===== config.mk =====
export PLATFORM = sky130hd
export DESIGN_NAME = accum_table_drain
export DESIGN_NICKNAME = d
export VERILOG_FILES = /design/src/rtl/tpu_pkg.sv /design/src/rtl/accum_drain_fifo.sv /design/src/rtl/accum_table_drain.sv
export SDC_FILE = /design/constraint.sdc
export NUM_CORES = 1
export LEC_CHECK = 0
export CAP_MARGIN = 20
export CORE_MARGIN = 5
export CORE_UTILIZATION = 40
export DETAILED_ROUTE_END_ITERATION = 7
export GPL_TIMING_DRIVEN = 0
export PLACE_DENSITY = 0.74
export SETUP_SLACK_MARGIN = 0.02
export SLEW_MARGIN = 25
export SYNTH_ARGS = -nofsm -noshare
export SYNTH_HDL_FRONTEND = slang
export SYNTH_HIERARCHICAL = 1
export SYNTH_SLANG_ARGS = --single-unit

===== constraint.sdc =====
create_clock -name clk -period 13.1 [get_ports clk]
set_input_delay 1.31 -clock clk [delete_from_list [all_inputs] [get_ports clk]]
set_output_delay 1.31 -clock clk [all_outputs]
set_load 0.005 [all_outputs]

===== src/rtl/tpu_pkg.sv =====
// Shared configuration for the accumulator-table drain: array geometry,
// derived address widths and the drain FSM state encoding.
package tpu_pkg;

  localparam int DATA_WIDTH   = 8;
  localparam int MAX_OUT_ROWS = 128;
  localparam int MAX_OUT_COLS = 128;
  localparam int SYS_ARR_ROWS = 16;
  localparam int SYS_ARR_COLS = 16;

  localparam int NUM_SUBMATS_M = MAX_OUT_ROWS / SYS_ARR_ROWS;
  localparam int NUM_SUBMATS_N = MAX_OUT_COLS / SYS_ARR_COLS;

  localparam int SUBMAT_M_W = $clog2(NUM_SUBMATS_M);
  localparam int SUBMAT_N_W = $clog2(NUM_SUBMATS_N);
  localparam int SUB_ROW_W  = $clog2(SYS_ARR_ROWS);
  localparam int OUT_ROW_W  = $clog2(MAX_OUT_ROWS);
  localparam int NUM_M_W    = SUBMAT_M_W + 1;
  localparam int NUM_N_W    = SUBMAT_N_W + 1;
  localparam int ROW_BITS   = DATA_WIDTH * SYS_ARR_COLS;

  typedef enum logic [1:0] {
    DRAIN_IDLE  = 2'd0,
    DRAIN_ISSUE = 2'd1,
    DRAIN_FLUSH = 2'd2,
    DRAIN_DONE  = 2'd3
  } drain_state_e;

endpackage


===== src/rtl/accum_drain_fifo.sv =====
// Two-entry FIFO holding returned table rows plus their tag. A push into a
// full FIFO is accepted only when a pop happens in the same cycle.
module accum_drain_fifo #(
  parameter int WIDTH = 8
) (
  input  logic             clk,
  input  logic             rst,
  input  logic             push,
  input  logic [WIDTH-1:0] din,
  input  logic             pop,
  output logic [WIDTH-1:0] dout,
  output logic             full,
  output logic             empty,
  output logic [1:0]       count
);

  logic [WIDTH-1:0] mem_q [2];
  logic [WIDTH-1:0] mem_d [2];
  logic             wr_ptr_q, wr_ptr_d;
  logic             rd_ptr_q, rd_ptr_d;
  logic [1:0]       count_q, count_d;
  logic             do_push, do_pop;

  assign full    = (count_q == 2'd2);
  assign empty   = (count_q == 2'd0);
  assign count   = count_q;
  assign dout    = mem_q[rd_ptr_q];
  assign do_pop  = pop && !empty;
  assign do_push = push && (!full || do_pop);

  always_comb begin
    mem_d    = mem_q;
    wr_ptr_d = wr_ptr_q;
    rd_ptr_d = rd_ptr_q;
    count_d  = count_q;
    if (do_push) begin
      mem_d[wr_ptr_q] = din;
      wr_ptr_d        = ~wr_ptr_q;
    end
    if (do_pop) rd_ptr_d = ~rd_ptr_q;
    case ({do_push, do_pop})
      2'b10:   count_d = count_q + 2'd1;
      2'b01:   count_d = count_q - 2'd1;
      default: count_d = count_q;
    endcase
  end

  always_ff @(posedge clk or posedge rst) begin
    if (rst) begin
      mem_q[0] <= '0;
      mem_q[1] <= '0;
      wr_ptr_q <= 1'b0;
      rd_ptr_q <= 1'b0;
      count_q  <= 2'd0;
    end else begin
      mem_q    <= mem_d;
      wr_ptr_q <= wr_ptr_d;
      rd_ptr_q <= rd_ptr_d;
      count_q  <= count_d;
    end
  end

endmodule


===== src/rtl/accum_table_drain.sv =====
// Walks num_m x num_n output submatrices row by row, reads each table row and
// streams it out with its global row / column block. Handshake: a row moves
// when out_valid && out_ready; out_* hold steady while out_valid && !out_ready.
module accum_table_drain
  import tpu_pkg::*;
(
  input  logic                    clk,
  input  logic                    reset,
  input  logic                    start,
  input  logic [NUM_M_W-1:0]      num_m,
  input  logic [NUM_N_W-1:0]      num_n,
  output logic                    busy,
  output logic                    done,
  output logic [SYS_ARR_COLS-1:0] rd_en,
  output logic [SUBMAT_M_W-1:0]   submat_m,
  output logic [SUBMAT_N_W-1:0]   submat_n,
  output logic [SUB_ROW_W-1:0]    sub_row,
  input  logic [ROW_BITS-1:0]     rd_data,
  output logic [ROW_BITS-1:0]     out_data,
  output logic [OUT_ROW_W-1:0]    out_row,
  output logic [SUBMAT_N_W-1:0]   out_col_blk,
  output logic                    out_last,
  output logic                    out_valid,
  input  logic                    out_ready,
  output drain_state_e            state_dbg
);

  localparam int TAG_W   = OUT_ROW_W + SUBMAT_N_W + 1;
  localparam int ENTRY_W = ROW_BITS + TAG_W;

  drain_state_e          state_q, state_d;
  logic [SUBMAT_M_W-1:0] m_q, m_d;
  logic [SUBMAT_N_W-1:0] n_q, n_d;
  logic [SUB_ROW_W-1:0]  r_q, r_d;
  logic [NUM_M_W-1:0]    num_m_q, num_m_d;
  logic [NUM_N_W-1:0]    num_n_q, num_n_d;
  logic                  inflight_q, inflight_d;
  logic [TAG_W-1:0]      tag_q, tag_d;

  logic                  last_m, last_n, last_r, last_read;
  logic                  issue, room, pop_fire, flush_clear, head_last;
  logic [2:0]            occupancy;
  logic [OUT_ROW_W-1:0]  row_idx;
  logic                  fifo_full, fifo_empty;
  logic [1:0]            fifo_count;
  logic [ENTRY_W-1:0]    fifo_dout;

  assign last_m    = ({1'b0, m_q} == num_m_q - NUM_M_W'(1));
  assign last_n    = ({1'b0, n_q} == num_n_q - NUM_N_W'(1));
  assign last_r    = (r_q == SUB_ROW_W'(SYS_ARR_ROWS - 1));
  assign last_read = last_m && last_r && last_n;
  assign row_idx   = OUT_ROW_W'(m_q) * OUT_ROW_W'(SYS_ARR_ROWS) + OUT_ROW_W'(r_q);

  // A row popped this cycle frees its slot, so the budget counts it as gone;
  // this keeps fifo + in-flight <= 2 and still allows one row per cycle.
  assign pop_fire    = !fifo_empty && out_ready;
  assign occupancy   = 3'(fifo_count) + 3'(inflight_q) - 3'(pop_fire);
  assign room        = (occupancy < 3'd2);
  assign issue       = (state_q == DRAIN_ISSUE) && room;
  assign flush_clear = !inflight_q && (fifo_empty || (fifo_count == 2'd1 && out_ready));

  always_comb begin
    state_d    = state_q;
    m_d        = m_q;
    n_d        = n_q;
    r_d        = r_q;
    num_m_d    = num_m_q;
    num_n_d    = num_n_q;
    inflight_d = issue;
    tag_d      = {row_idx, n_q, last_read};
    case (state_q)
      DRAIN_IDLE: begin
        if (start) begin
          num_m_d = num_m;
          num_n_d = num_n;
          m_d     = '0;
          n_d     = '0;
          r_d     = '0;
          state_d = (num_m == '0 || num_n == '0) ? DRAIN_DONE : DRAIN_ISSUE;
        end
      end
      DRAIN_ISSUE: begin
        if (issue) begin
          if (last_read) begin
            state_d = DRAIN_FLUSH;
            m_d     = '0;
            n_d     = '0;
            r_d     = '0;
          end else if (!last_n) begin
            n_d = n_q + SUBMAT_N_W'(1);
          end else begin
            n_d = '0;
            if (!last_r) begin
              r_d = r_q + SUB_ROW_W'(1);
            end else begin
              r_d = '0;
              m_d = m_q + SUBMAT_M_W'(1);
            end
          end
        end
      end
      DRAIN_FLUSH: if (flush_clear) state_d = DRAIN_DONE;
      DRAIN_DONE:  state_d = DRAIN_IDLE;
      default:     state_d = DRAIN_IDLE;
    endcase
  end

  always_ff @(posedge clk or posedge reset) begin
    if (reset) begin
      state_q    <= DRAIN_IDLE;
      m_q        <= '0;
      n_q        <= '0;
      r_q        <= '0;
      num_m_q    <= '0;
      num_n_q    <= '0;
      inflight_q <= 1'b0;
      tag_q      <= '0;
    end else begin
      state_q    <= state_d;
      m_q        <= m_d;
      n_q        <= n_d;
      r_q        <= r_d;
      num_m_q    <= num_m_d;
      num_n_q    <= num_n_d;
      inflight_q <= inflight_d;
      tag_q      <= tag_d;
    end
  end

  accum_drain_fifo #(.WIDTH(ENTRY_W)) u_fifo (
    .clk   (clk),
    .rst   (reset),
    .push  (inflight_q),
    .din   ({rd_data, tag_q}),
    .pop   (out_ready),
    .dout  (fifo_dout),
    .full  (fifo_full),
    .empty (fifo_empty),
    .count (fifo_count)
  );

  assign {out_data, out_row, out_col_blk, head_last} = fifo_dout;
  assign out_last  = head_last && !fifo_empty;
  assign out_valid = !fifo_empty;
  assign busy      = (state_q == DRAIN_ISSUE) || (state_q == DRAIN_FLUSH);
  assign done      = (state_q == DRAIN_DONE);
  assign rd_en     = {SYS_ARR_COLS{issue}};
  assign submat_m  = m_q;
  assign submat_n  = n_q;
  assign sub_row   = r_q;
  assign state_dbg = state_q;

endmodule

==> run_results.csv, run 1 <==
group,metric,value,unit
run_status,outcome,"finished, final reports clean",
critical_path,path_cells,"clkdlybuf4s50_1 > nor2b_1 > ha_1 > nand2b_1 > fa_1 > xor2_1 > nor2_2 > buf_4 > clkdlybuf4s50_1",
routing,drt_iter0_drc,275,
clocking,clk_pin_slew,0.06,ns
timing,setup_viol,0,
clocking,cts_root_buf,"clkbuf_16",
critical_path,max_stage_delay,0.57,ns
critical_path,cp_num_buf_inv,3,
placement,port_buffers,309,
grt,antenna_found_initial,1,
placement,gp_congestion,0.7792,
clocking,cts_buffers,35,
routing,vias_per_cell,4.907,
timing,finalCritPeriodShare,42.74,%
critical_path,cp-end-kind,"primary output",
clocking,htreeDepth,2,
synthesis,syn-cell-area,13990,µm²
timing,slew_viol_final,0,
routing,drt-total-wl,32940,µm
critical_path,worstSetupStartpointType,"input pin",
clocking,cts_tree,"done",
power,leakagePower,7.968,nW
placement,dp.cells,1696,
power,power_density,258.1,nW/µm²
final_layout,areaGrowthSynthToFinish,34.31,%
clocking,cts_setup_buffers,0,
routing,drt_first_pass_iters,4,
job,drv_cap,0,
placement,placed_area,17720,µm²
final_layout,fill_cells,2871,
critical_path,slowest_stage,"nor2_2",
timing,clock.fmax,178.6,MHz
critical_path,crit_path_frequent_cell,"clkdlybuf4s50_1",
synthesis,syn_avg_cell_area,15.05,µm²
final_layout,nNetsFinal,1431,
routing,num_vias,8612,
timing,min_period,5.599,ns
grt,grt.overflow.total,0,
synthesis,yosys_warnings,6,
die,rows,68,
critical_path,crit_family,"buffers and inverters",
grt,grt_pass1_wl,53450,µm
timing,rsz0062_at_grt,"false",
clocking,cts_resized,0,
placement,hpwl,23750,µm
critical_path,crit_type,"input pin to primary output",
clocking,clkSinkCount,314,
clocking,cts_buffer_depth,3,
die,start_util,40.51,%
hold_path,min_path_type,"register to register",
power,max-vdd-ir-drop,178.7,µV
routing,ant_nets,0,
final_layout,instances_no_fill,1755,
critical_path,cp_max_fo,17,
clocking,holdBufCountCts,0,
grt,grt_pass1_vias,9719,
synthesis,syn_inst,930,
die,die_w,197.0,µm
synthesis,syn-num-nets,1083,
final_layout,stdcell_area,18800,µm²
grt,grt_usage,16.87,%
final_layout,seq_area,7858,µm²
final_layout,drive_gt1_share,42.42,%
critical_path,cp.arrival,4.29,ns
timing,hold_violations,0,
die,fp.coreArea,34540,µm²
clocking,clk_latency,0.50,ns
timing,tns,0,ns
routing,wl_per_cell,18.77,µm
final_layout,utilization,54.42,%
die,dieArea,38830,µm²
timing,tightest_slew,0.7639,ns
timing,skew,0.006868,ns
routing,post-route-drc-count,0,
final_layout,multi_input_area,5624,µm²
grt,grt_max_degree,100,
timing,max-slew-margin-rel,49.07,%
critical_path,cp_data_required_time,11.79,ns
die,pin_count,310,
die,chipHeight,197.0,µm
## worst register-to-register path: stages, from the launching register on
cell      delay (ns)
dfrtp_1         0.46
nor2_1          0.29
nor2b_1         0.09
ha_1            0.27
nand2b_1        0.16
fa_1            0.41
xor2_1          0.21
a221oi_4        0.31
o21ai_2         0.17
a21oi_1         0.28
mux2_2          0.37
## power breakdown
part / leakage, nW / internal (mW) / total [mW] / switching [mW]
registers: 3.82 / 1.43 / 1.67 / 0.237
clock network: 0.533 / 0.547 / 0.914 / 0.367
logic: 3.61 / 1.46 / 2.27 / 0.810
## flip-flops by register name (all words and copies together) (netlist names)
signal and cells:
submat_m 3, num_m_q 4, num_n_q 4, submat_n 3
u_fifo/rd_ptr_q 1, tag_q 11, inflight_q 1, u_fifo/count 2
u_fifo/mem_q 278, sub_row 4, state_dbg 2, u_fifo/wr_ptr_q 1
## stage by stage
step / total power [mW] / setup slack, ns / hold slack, ns
floorplan: 2.920 / 4.011 / 0.4314
global placement: 3.928 / 0.5157 / 0.4660
detailed placement: 3.985 / 7.154 / 0.4666
CTS: 4.937 / 7.165 / 0.4805
global route: 5.183 / 7.317 / 0.5064
finish: 4.852 / 7.501 / 0.4817
## routing by layer
layer  share of wire, %  global-route usage, %  vias to the layer above  wire [µm]
met1                 43                  22.00                     4343      14040
met4                2.7                  4.725                        0        873
li1                   -                      -                     3999          -
met5                  0                      0                        -          0
met3                6.6                  4.707                       46       2167
met2                 48                  27.83                      224      15860
## layout by cell type (no fill, tap or decap), types with 4 or more instances in the layout
cell type        count
nor3_1               6
nor2b_1              4
o21ai_0             11
clkbuf_16           37
buf_1                4
nand2_1             11
clkbuf_1            11
nand2b_1             4
clkbuf_8             6
xor2_1               5
inv_1               14
xnor2_1              7
clkdlybuf4s50_1    309
nand3_1              4
nor2_1               9
dfrtp_1            314
buf_6               10
clkinv_2             6
buf_4               30
ha_1                12
buf_2               19
mux2_2             427
## final cells by class
cell class	instances	share of cell area [%]
multi-input cells	535	29.92
inverters	16	0.3594
diodes	1	0.01331
repair buffers	311	16.75
flip-flops and latches	314	41.80
clock inverters	6	0.1598
clock buffers	52	5.545
well taps	455	3.029
plain buffers	65	2.423
## path summary, 6_finish.rpt
check / start / slack (ns) / cells past startpoint / endpoint
worst min-delay path: sub_row[3] / 0.48 / 0 / tag_q[7]
max in group asynchronous: reset / 10.78 / 3 / u_fifo/mem_q[203]
worst min register to register: sub_row[3] / 0.48 / 0 / tag_q[7]
worst max-delay path: out_ready / 7.50 / 9 / rd_en[9]
worst max register to register: u_fifo/count[1] / 9.98 / 10 / submat_m[0]
min in group asynchronous: reset / 1.35 / 2 / u_fifo/mem_q[273]
Note: power is estimated with default switching activity, not from simulation.
==> run 2, diff against run 1 <==
Clock period 13.1 ns to 5.3 ns, I/O delays scaled along.
==> run_results.csv, run 2 (synthesis gave the netlist of run 1 again) <==
group,metric,value,unit
critical_path,path_cells,"nor2_1 > nor2b_1 > ha_1 > nand2b_1 > fa_1 > xor2_1 > nor2_2 > buf_4 > clkdlybuf4s50_1",
final_layout,largest_reg_flops,278,
final_layout,nNetsFinal,1440,
clocking,clk_latency,0.50,ns
placement,dp_slack,0.8833,ns
routing,wl_per_cell,18.70,µm
grt,grt_usage,16.87,%
timing,fin_ws,1.067,ns
power,sw_frac_of_total,29.13,%
hold_path,min_path_type,"register to register",
power,max-vdd-ir-drop,332.2,µV
critical_path,crit_type,"register to primary output",
die,start_util,40.51,%
clocking,cts_resized,0,
critical_path,max_stage_delay,0.53,ns
die,fp.coreArea,34540,µm²
timing,setup_viol,0,
placement,dp.cells,1704,
clocking,cts_buffers,36,
critical_path,cp_num_buf_inv,2,
clocking,clk_pin_slew,0.06,ns
grt,antenna_found_initial,2,
final_layout,multi_input_area,5624,µm²
timing,min_period,4.233,ns
power,combPwrFrac,46.4,%
clocking,cts_root_buf,"clkbuf_16",
die,die_w,197.0,µm
critical_path,crit_start,"u_fifo/count[1]",
routing,vias_per_cell,4.904,
critical_path,r2r_slack,2.05,ns
power,totalPowerFinal,12.16,mW
routing,post-route-drc-count,0,
final_layout,final_cell_mix,"mux2_2, dfrtp_1, clkdlybuf4s50_1, clkbuf_16, buf_4",
final_layout,top_regs,"u_fifo/mem_q (278), tag_q (11)",
power,power_density,638.4,nW/µm²
critical_path,worstSetupStartpointType,"register",
critical_path,cp-end-kind,"primary output",
clocking,cts_setup_buffers,0,
timing,slew_viol_final,0,
routing,ant_nets,0,
routing,drt_iter0_drc,201,
hold_path,hold_depth,0,
final_layout,seq_area,7858,µm²
die,dieArea,38830,µm²
timing,max-slew-margin-rel,50.15,%
clocking,cts_buffer_depth,3,
final_layout,largest_register,"u_fifo/mem_q",
power,clock_power_share,19.7,%
routing,drt_first_pass_iters,4,
power,leakagePower,8.076,nW
job,drv_cap,0,
placement,port_buffers,309,
die,chipHeight,197.0,µm
clocking,htreeDepth,2,
routing,drt-total-wl,33050,µm
die,pin_count,310,
critical_path,crit_family,"simple AND/OR/NAND/NOR gates",
critical_path,cp.depth,9,
timing,hold_violations,0,
final_layout,final_common_cell,"mux2_2",
clocking,clkSinkCount,314,
power,intPower,8.615,mW
final_layout,instances_no_fill,1767,
timing,finalCritPeriodShare,79.88,%
critical_path,cp_max_fo,17,
critical_path,r2r_start,"u_fifo/count[1]",
timing,holdWs,0.4587,ns
timing,skew,0.01326,ns
die,rows,68,
critical_path,rr_endpoint,"submat_m[1]",
grt,grt.overflow.total,0,
grt,grt_max_degree,33,
final_layout,areaGrowthSynthToFinish,36.08,%
power,switchingPower,3.542,mW
placement,hpwl,24110,µm
clocking,cts_tree,"done",
grt,grt_pass1_vias,9645,
critical_path,cp.arrival,3.70,ns
clocking,holdBufCountCts,0,
routing,num_vias,8666,
grt,grt_pass1_wl,52900,µm
final_layout,drive_gt1_share,43.13,%
timing,clock.fmax,236.2,MHz
critical_path,slowest_stage,"nor2_2",
timing,rsz0062_at_grt,"false",
final_layout,fill_cells,2865,
critical_path,endpoint,"rd_en[11]",
critical_path,cp_data_required_time,4.77,ns
run_status,outcome,"finished, final reports clean",
timing,tightest_slew,0.7478,ns
critical_path,worstRegToRegCells,10,
power,pwr-share-seq,33.9,%
placement,gp_congestion,0.7660,
==> run 2: changes by cell type in the layout (fill, tap and decap cells not counted) <==
| cell | delta |
|---|---|
| buf_12 | +7 |
| bufinv_16 | +2 |
| clkinv_2 | +1 |
| buf_16 | +1 |
| clkbuf_1 | -3 |
| clkinvlp_4 | +3 |
| diode_2 | +1 |
==> run 2: routing by layer <==
layer  routed length [µm]  track usage, %  vias up
li1                     -               -     4023
met1                14220           21.70     4373
met2                15950           28.28      218
met3                 2043           4.469       52
met4                  830           4.854        0
met5                    0               0        -
==> run 2: through the flow <==
step | TNS, ns | util, % | cell area [µm²]
6_report | 0 | 55.13 | 19040
2_1_floorplan | 0 | - | 14000
4_1_cts | 0 | 55.11 | 19040
3_3_place_gp | -273.59 | 51.13 | 17660
3_5_place_dp | 0 | 51.77 | 17880
5_1_grt | 0 | 55.13 | 19040
==> run 2: worst reg2reg max path, stage by stage, from the launching register on <==
cell      delay, ns
dfrtp_1        0.47
nor2_1         0.30
nor2b_1        0.10
ha_1           0.28
nand2b_1       0.16
fa_1           0.42
xor2_1         0.23
a221oi_4       0.33
o21ai_2        0.18
a21oi_1        0.30
mux2_2         0.37
==> run 2: worst min-delay path by stage <==
stage	from	end	slack [ns]
final	sub_row[1]	tag_q[5]	0.46
after global routing	sub_row[1]	tag_q[5]	0.50
after CTS	reset	u_fifo/mem_q[134]	0.46
after detailed placement	sub_row[1]	tag_q[5]	0.45
after global placement	sub_row[1]	tag_q[5]	0.44
after floorplan	sub_row[1]	tag_q[5]	0.43
==> run 2: power by group through the flow <==
stage / registers (mW) / clock network (mW) / logic, mW
4_1_cts: 4.13 / 2.49 / 5.75
3_5_place_dp: 4.17 / 0 / 5.70
6_report: 4.12 / 2.40 / 5.64
3_3_place_gp: 4.10 / 0 / 5.61
2_1_floorplan: 3.99 / 0 / 3.23
5_1_grt: 4.27 / 2.59 / 6.11
==> run 2: layout make-up <==
cell class / count / share of cell area [%]
diodes: 2 / 0.02628
plain buffers: 65 / 2.392
clock buffers: 49 / 5.414
clock inverters: 12 / 0.6373
inverters: 16 / 0.3351
multi-input cells: 535 / 29.53
flip-flops and latches: 314 / 41.26
well taps: 455 / 2.989
repair buffers: 319 / 17.41
